### src/rtl/fp_div_arbiter.sv
// Round-robin arbiter sharing one fixed-latency, non-stalling FP divider among NUM_REQ requesters.
// Per-requester credit counters bound outstanding divides; a tag pipe routes each quotient home.
module fp_div_arbiter #(
    parameter int unsigned NUM_REQ      = 4,
    parameter int unsigned LATENCY      = 32,
    parameter int unsigned MAX_INFLIGHT = 8
) (
    input  logic                  clock,
    input  logic                  reset,
    input  logic [NUM_REQ-1:0]    req_valid,
    input  logic [32*NUM_REQ-1:0] req_a,
    input  logic [32*NUM_REQ-1:0] req_b,
    output logic [NUM_REQ-1:0]    req_ready,
    output logic [31:0]           div_a,
    output logic [31:0]           div_b,
    input  logic [31:0]           div_q,
    output logic [NUM_REQ-1:0]    resp_valid,
    output logic [31:0]           resp_q,
    output logic                  busy
);

    localparam int unsigned ID_W  = (NUM_REQ > 1) ? $clog2(NUM_REQ) : 1;
    localparam int unsigned CNT_W = $clog2(MAX_INFLIGHT + 1);

    logic [LATENCY-1:0] tag_v_q, tag_v_d;
    logic [ID_W-1:0]    tag_id_q [LATENCY];
    logic [ID_W-1:0]    tag_id_d [LATENCY];
    logic [CNT_W-1:0]   cnt_q [NUM_REQ];
    logic [CNT_W-1:0]   cnt_d [NUM_REQ];
    logic [ID_W-1:0]    last_q, last_d;

    logic [NUM_REQ-1:0] eligible;
    logic               issue;
    logic [ID_W-1:0]    gnt_id;
    logic [ID_W-1:0]    scan_idx;

    // Round-robin search starting one past the last granted requester
    always_comb begin
        issue    = 1'b0;
        gnt_id   = '0;
        scan_idx = '0;
        for (int unsigned i = 0; i < NUM_REQ; i++) begin
            eligible[i] = req_valid[i] && (cnt_q[i] < CNT_W'(MAX_INFLIGHT));
        end
        for (int unsigned k = 1; k <= NUM_REQ; k++) begin
            scan_idx = ID_W'((32'(last_q) + k) % NUM_REQ);
            if (!issue && eligible[scan_idx]) begin
                issue  = 1'b1;
                gnt_id = scan_idx;
            end
        end
    end

    // Grant decode and operand mux toward the divider
    always_comb begin
        req_ready = '0;
        div_a     = '0;
        div_b     = '0;
        for (int unsigned i = 0; i < NUM_REQ; i++) begin
            if (issue && (gnt_id == ID_W'(i))) begin
                req_ready[i] = 1'b1;
                div_a        = req_a[32*i +: 32];
                div_b        = req_b[32*i +: 32];
            end
        end
    end

    // Response routing from the oldest tag; quotient passes straight through
    always_comb begin
        resp_valid = '0;
        for (int unsigned i = 0; i < NUM_REQ; i++) begin
            resp_valid[i] = tag_v_q[LATENCY-1] && (tag_id_q[LATENCY-1] == ID_W'(i));
        end
        resp_q = div_q;
        busy   = |tag_v_q;
    end

    // Next state: tag shift, credit update, pointer update
    always_comb begin
        tag_v_d     = '0;
        tag_id_d    = tag_id_q;
        cnt_d       = cnt_q;
        last_d      = last_q;
        tag_v_d[0]  = issue;
        tag_id_d[0] = gnt_id;
        for (int unsigned i = 1; i < LATENCY; i++) begin
            tag_v_d[i]  = tag_v_q[i-1];
            tag_id_d[i] = tag_id_q[i-1];
        end
        for (int unsigned i = 0; i < NUM_REQ; i++) begin
            if (req_ready[i] && !resp_valid[i]) begin
                cnt_d[i] = cnt_q[i] + CNT_W'(1);
            end else if (!req_ready[i] && resp_valid[i]) begin
                cnt_d[i] = cnt_q[i] - CNT_W'(1);
            end
        end
        if (issue) begin
            last_d = gnt_id;
        end
    end

    always_ff @(posedge clock) begin
        if (reset) begin
            tag_v_q <= '0;
            for (int unsigned i = 0; i < LATENCY; i++) begin
                tag_id_q[i] <= '0;
            end
            for (int unsigned i = 0; i < NUM_REQ; i++) begin
                cnt_q[i] <= '0;
            end
            last_q <= ID_W'(NUM_REQ - 1);
        end else begin
            tag_v_q  <= tag_v_d;
            tag_id_q <= tag_id_d;
            cnt_q    <= cnt_d;
            last_q   <= last_d;
        end
    end

endmodule
### config.mk
export PLATFORM = sky130hd
export DESIGN_NAME = fp_div_arbiter
export DESIGN_NICKNAME = d
export VERILOG_FILES = /design/src/rtl/fp_div_arbiter.sv
export SDC_FILE = /design/constraint.sdc
export NUM_CORES = 1
export LEC_CHECK = 0
export CORE_AREA = 2 2 153 155
export DETAILED_ROUTE_END_ITERATION = 7
export DIE_AREA = 0 0 155 157
export HOLD_SLACK_MARGIN = 0.02
export SLEW_MARGIN = 20
export SYNTH_ARGS = -nofsm -noshare
export SYNTH_HDL_FRONTEND = slang
export SYNTH_SLANG_ARGS = --single-unit
### constraint.sdc
create_clock -name clock -period 3.5 [get_ports clock]
set_input_delay 0.35 -clock clock [delete_from_list [all_inputs] [get_ports clock]]
set_output_delay 0.35 -clock clock [all_outputs]
set_load 0.01 [all_outputs]
==> metrics.yaml <==
floorplan:
  dieWidth_um: 155
  die_y_um: 157
  rows: 55
  die-area_um2: 24340
  start_util: 0.2669
  ioPinCount: 399
  core_area_um2: 22500
cts:
  clock_latency_ns: 0.41
  cts_hold_buffers: 0
  h-tree-depth: 4
  clkTransAtPathRegs_ns: 0.06
  clock_sinks: 114
  cts_root_buf: "clkbuf_16"
  cts_tree: "done"
  clockBufferDepth: 2
  cts_made_buffers: 17
cells_and_area:
  fin_util: 0.4466
  final_common_cell: "clkdlybuf4s50_1"
  fin_nets: 1138
  drive_gt1_frac: 0.1415
  areaGrowthSynthToFinish_pct: 67.33
  nFillCells: 2093
  layout_common_cells: "clkdlybuf4s50_1, dfxtp_1, nor2b_1"
critical_path:
  r2r-end: "cnt_q[7]$_SDFFE_PP0P_"
  cp-start-kind: "flop"
  critical_path_class: "flop to primary output"
  r2r-start: "cnt_q[11]$_SDFFE_PP0P_"
  crit_top_cell: "buf_12"
  slowest_stage: "mux4_2"
  path_cells: "nand2b_1 > nand2_1 > o21ai_4 > buf_12 > buf_12 > mux4_2 > clkdlybuf4s50_1"
  crit_fanout: 23
  max_stage_delay_ns: 0.51
  worstPathArrival_ns: 2.95
  cp-end-kind: "primary output"
  critPathBufInv: 3
  r2r_setup_slack_ns: 0.42
  cp.required_ns: 3.15
  reg2reg_depth: 15
  cpLargestDelayFamily: "buffers and inverters"
flow_run:
  cap_violations: 0
timing:
  finClkSkew_ns: 0.005284
  layout_setup_ws_ns: 0.1980
  finalCritPeriodShare: 0.9434
  finalHoldViolations: 0
  final-setup-viol-count: 0
  tightestPinTransition_ns: 0.5735
  slew_headroom: 0.6176
  drv_slew: 0
  rsz0062_at_grt: "no"
  tns_ns: 0
  fmax_ghz: 0.3028
  layout_min_cycle_time_ns: 3.302
global_route:
  grt_pass1_wl_um: 39180
  antenna_found_initial: 29
  grt_usage: 0.2355
  grt_max_degree: 61
  gr-total-overflow: 0
  grt_pass1_vias: 5136
hold_path:
  hold_path_class: "primary input to flop"
  holdPathEnd: "tag_v_q[25]$_SDFF_PP0_"
  min-delay-start: "reset"
  holdPathStages: 2
route:
  drt-initial-drc-count: 293
  vias_per_cell: 4.608
  first_pass_iters: 4
  wl_per_cell_um: 25.99
  drt-total-wl_um: 29610
  vias: 5248
  ant_nets: 0
  drc_errors: 0
power:
  p_total_w: 0.006674
  ir_drop_uv: 349.4
  power_density_nw_per_um2: 664.1
  p_leak_nw: 3.803
placement:
  place_congestion: 0.8655
  dp_hpwl_um: 25340
  io_buffers: 334
  place_ws_ns: 0.1206
yosys:
  synth-async-reset-ratio: 0
  syn_area_um2: 6006
  ys_seq_elements: 114
  synth_nets: 837
  ys_types: 37
  synth-edff-count: 0
  yosysWarningCount: 0
  synth_top_flop_cell: "dfxtp_1"
  yosysSeqAreaShare: 0.3800
  avgSynthCellArea_um2: 11.40
  syn-instance-count: 527
status:
  status: "completed"
[cells in the mapped netlist (all sizes together) (3+ instances only)]
| cell | count | area, µm² |
|---|---|---|
| buf | 43 | 331.6 |
| nor2 | 20 | 75.07 |
| nor4 | 8 | 50.05 |
| xnor2 | 8 | 70.07 |
| a21o | 4 | 30.03 |
| inv | 11 | 41.29 |
| or3 | 4 | 25.02 |
| clkbuf | 23 | 86.33 |
| mux2i | 4 | 40.04 |
| dfxtp | 114 | 2282 |
| and2 | 67 | 419.2 |
| o21ai | 6 | 37.54 |
| nand2b | 4 | 30.03 |
| a21oi | 13 | 65.06 |
| nor2b | 96 | 600.6 |
| fa | 4 | 80.08 |
| nand4 | 3 | 18.77 |
| nand2 | 3 | 11.26 |
| ha | 12 | 150.1 |
| xor2 | 4 | 35.03 |
| mux4 | 64 | 1441 |
[metal layers]
metal	global-route usage	vias up	routed length, µm
met4	0.03263	30	264
met1	0.3248	2448	12630
met5	0.02692	-	287
met2	0.2779	285	10600
li1	-	2423	-
met3	0.1919	62	5830
[what timing repair did]
action	in CTS	in global routing
setup buffers	3	0
resized for setup	0	0
endpoints found under the setup margin	2	0
[registers in the layout, summed over array words and instances, names as in the netlist]
register  flops
cnt_q        16
tag_v_q      32
tag_id_d     62
last_q        2
tag_id_q      2
[cell type report]
type / count / area (µm²) / share of cell area
Sequential cell: 114 / 2282 / 0.2271
Antenna cell: 13 / 32.53 / 0.003237
Timing Repair Buffer: 348 / 3493 / 0.3476
Inverter: 11 / 41.29 / 0.004109
Tap cell: 285 / 356.6 / 0.03548
Multi-Input combinational cell: 336 / 3283 / 0.3267
Clock buffer: 17 / 425.4 / 0.04233
Clock inverter: 15 / 135.1 / 0.01345
[power breakdown]
part           leakage (nW)  switching (W)  internal [W]
sequential            0.923      0.0000900       0.00140
clock                 0.269       0.000680      0.000937
combinational          2.61        0.00146       0.00211
total                  3.80        0.00223       0.00444
[cell families after synthesis]
| kind of cell | count (synthesis) | share of synthesized area |
|---|---|---|
| adder cells (fa/ha/maj) | 16 | 0.03833 |
| AO/OA/AOI/OAI | 28 | 0.02875 |
| multiplexers | 68 | 0.2467 |
| XOR/XNOR | 12 | 0.01750 |
| flip-flops | 114 | 0.3800 |
| AND/OR/NAND/NOR | 212 | 0.2123 |
| buffers and inverters | 77 | 0.07646 |
[how the worst max path moves through the flow]
stage                                from               endpoint  slack [ns]  cells past startpoint
floorplan           cnt_q[3]$_SDFFE_PP0P_  cnt_q[3]$_SDFFE_PP0P_        0.55                     15
global route        cnt_q[7]$_SDFFE_PP0P_              div_a[17]        0.04                      7
CTS                 cnt_q[7]$_SDFFE_PP0P_              div_a[17]        0.16                      7
global placement             req_valid[3]              div_a[20]        0.14                      9
finish              cnt_q[7]$_SDFFE_PP0P_              div_a[20]        0.20                      7
detailed placement           req_valid[3]              div_a[20]        0.12                      9
[worst reg2reg max path: stages, from the launching register on]
cell      delay, ns
dfxtp_1        0.39
nand2b_2       0.20
o22ai_1        0.10
o21ai_2        0.22
o21ai_4        0.13
buf_12         0.15
buf_4          0.16
nor2_1         0.21
ha_1           0.23
inv_1          0.09
ha_1           0.28
a21o_1         0.17
a21oi_1        0.17
xnor2_1        0.09
or3_1          0.30
a21oi_1        0.13
[through the flow]
stage / area (µm²) / hold slack [ns] / instances
2_1_floorplan: 6006 / 0.4138 / 527
3_3_place_gp: 9422 / 0.4182 / 1091
3_5_place_dp: 9422 / 0.4217 / 1091
4_1_cts: 10020 / 0.4189 / 1126
5_1_grt: 10020 / 0.4434 / 1127
6_report: 10050 / 0.4338 / 1139
No activity file was read; power rests on OpenSTA's default activity.
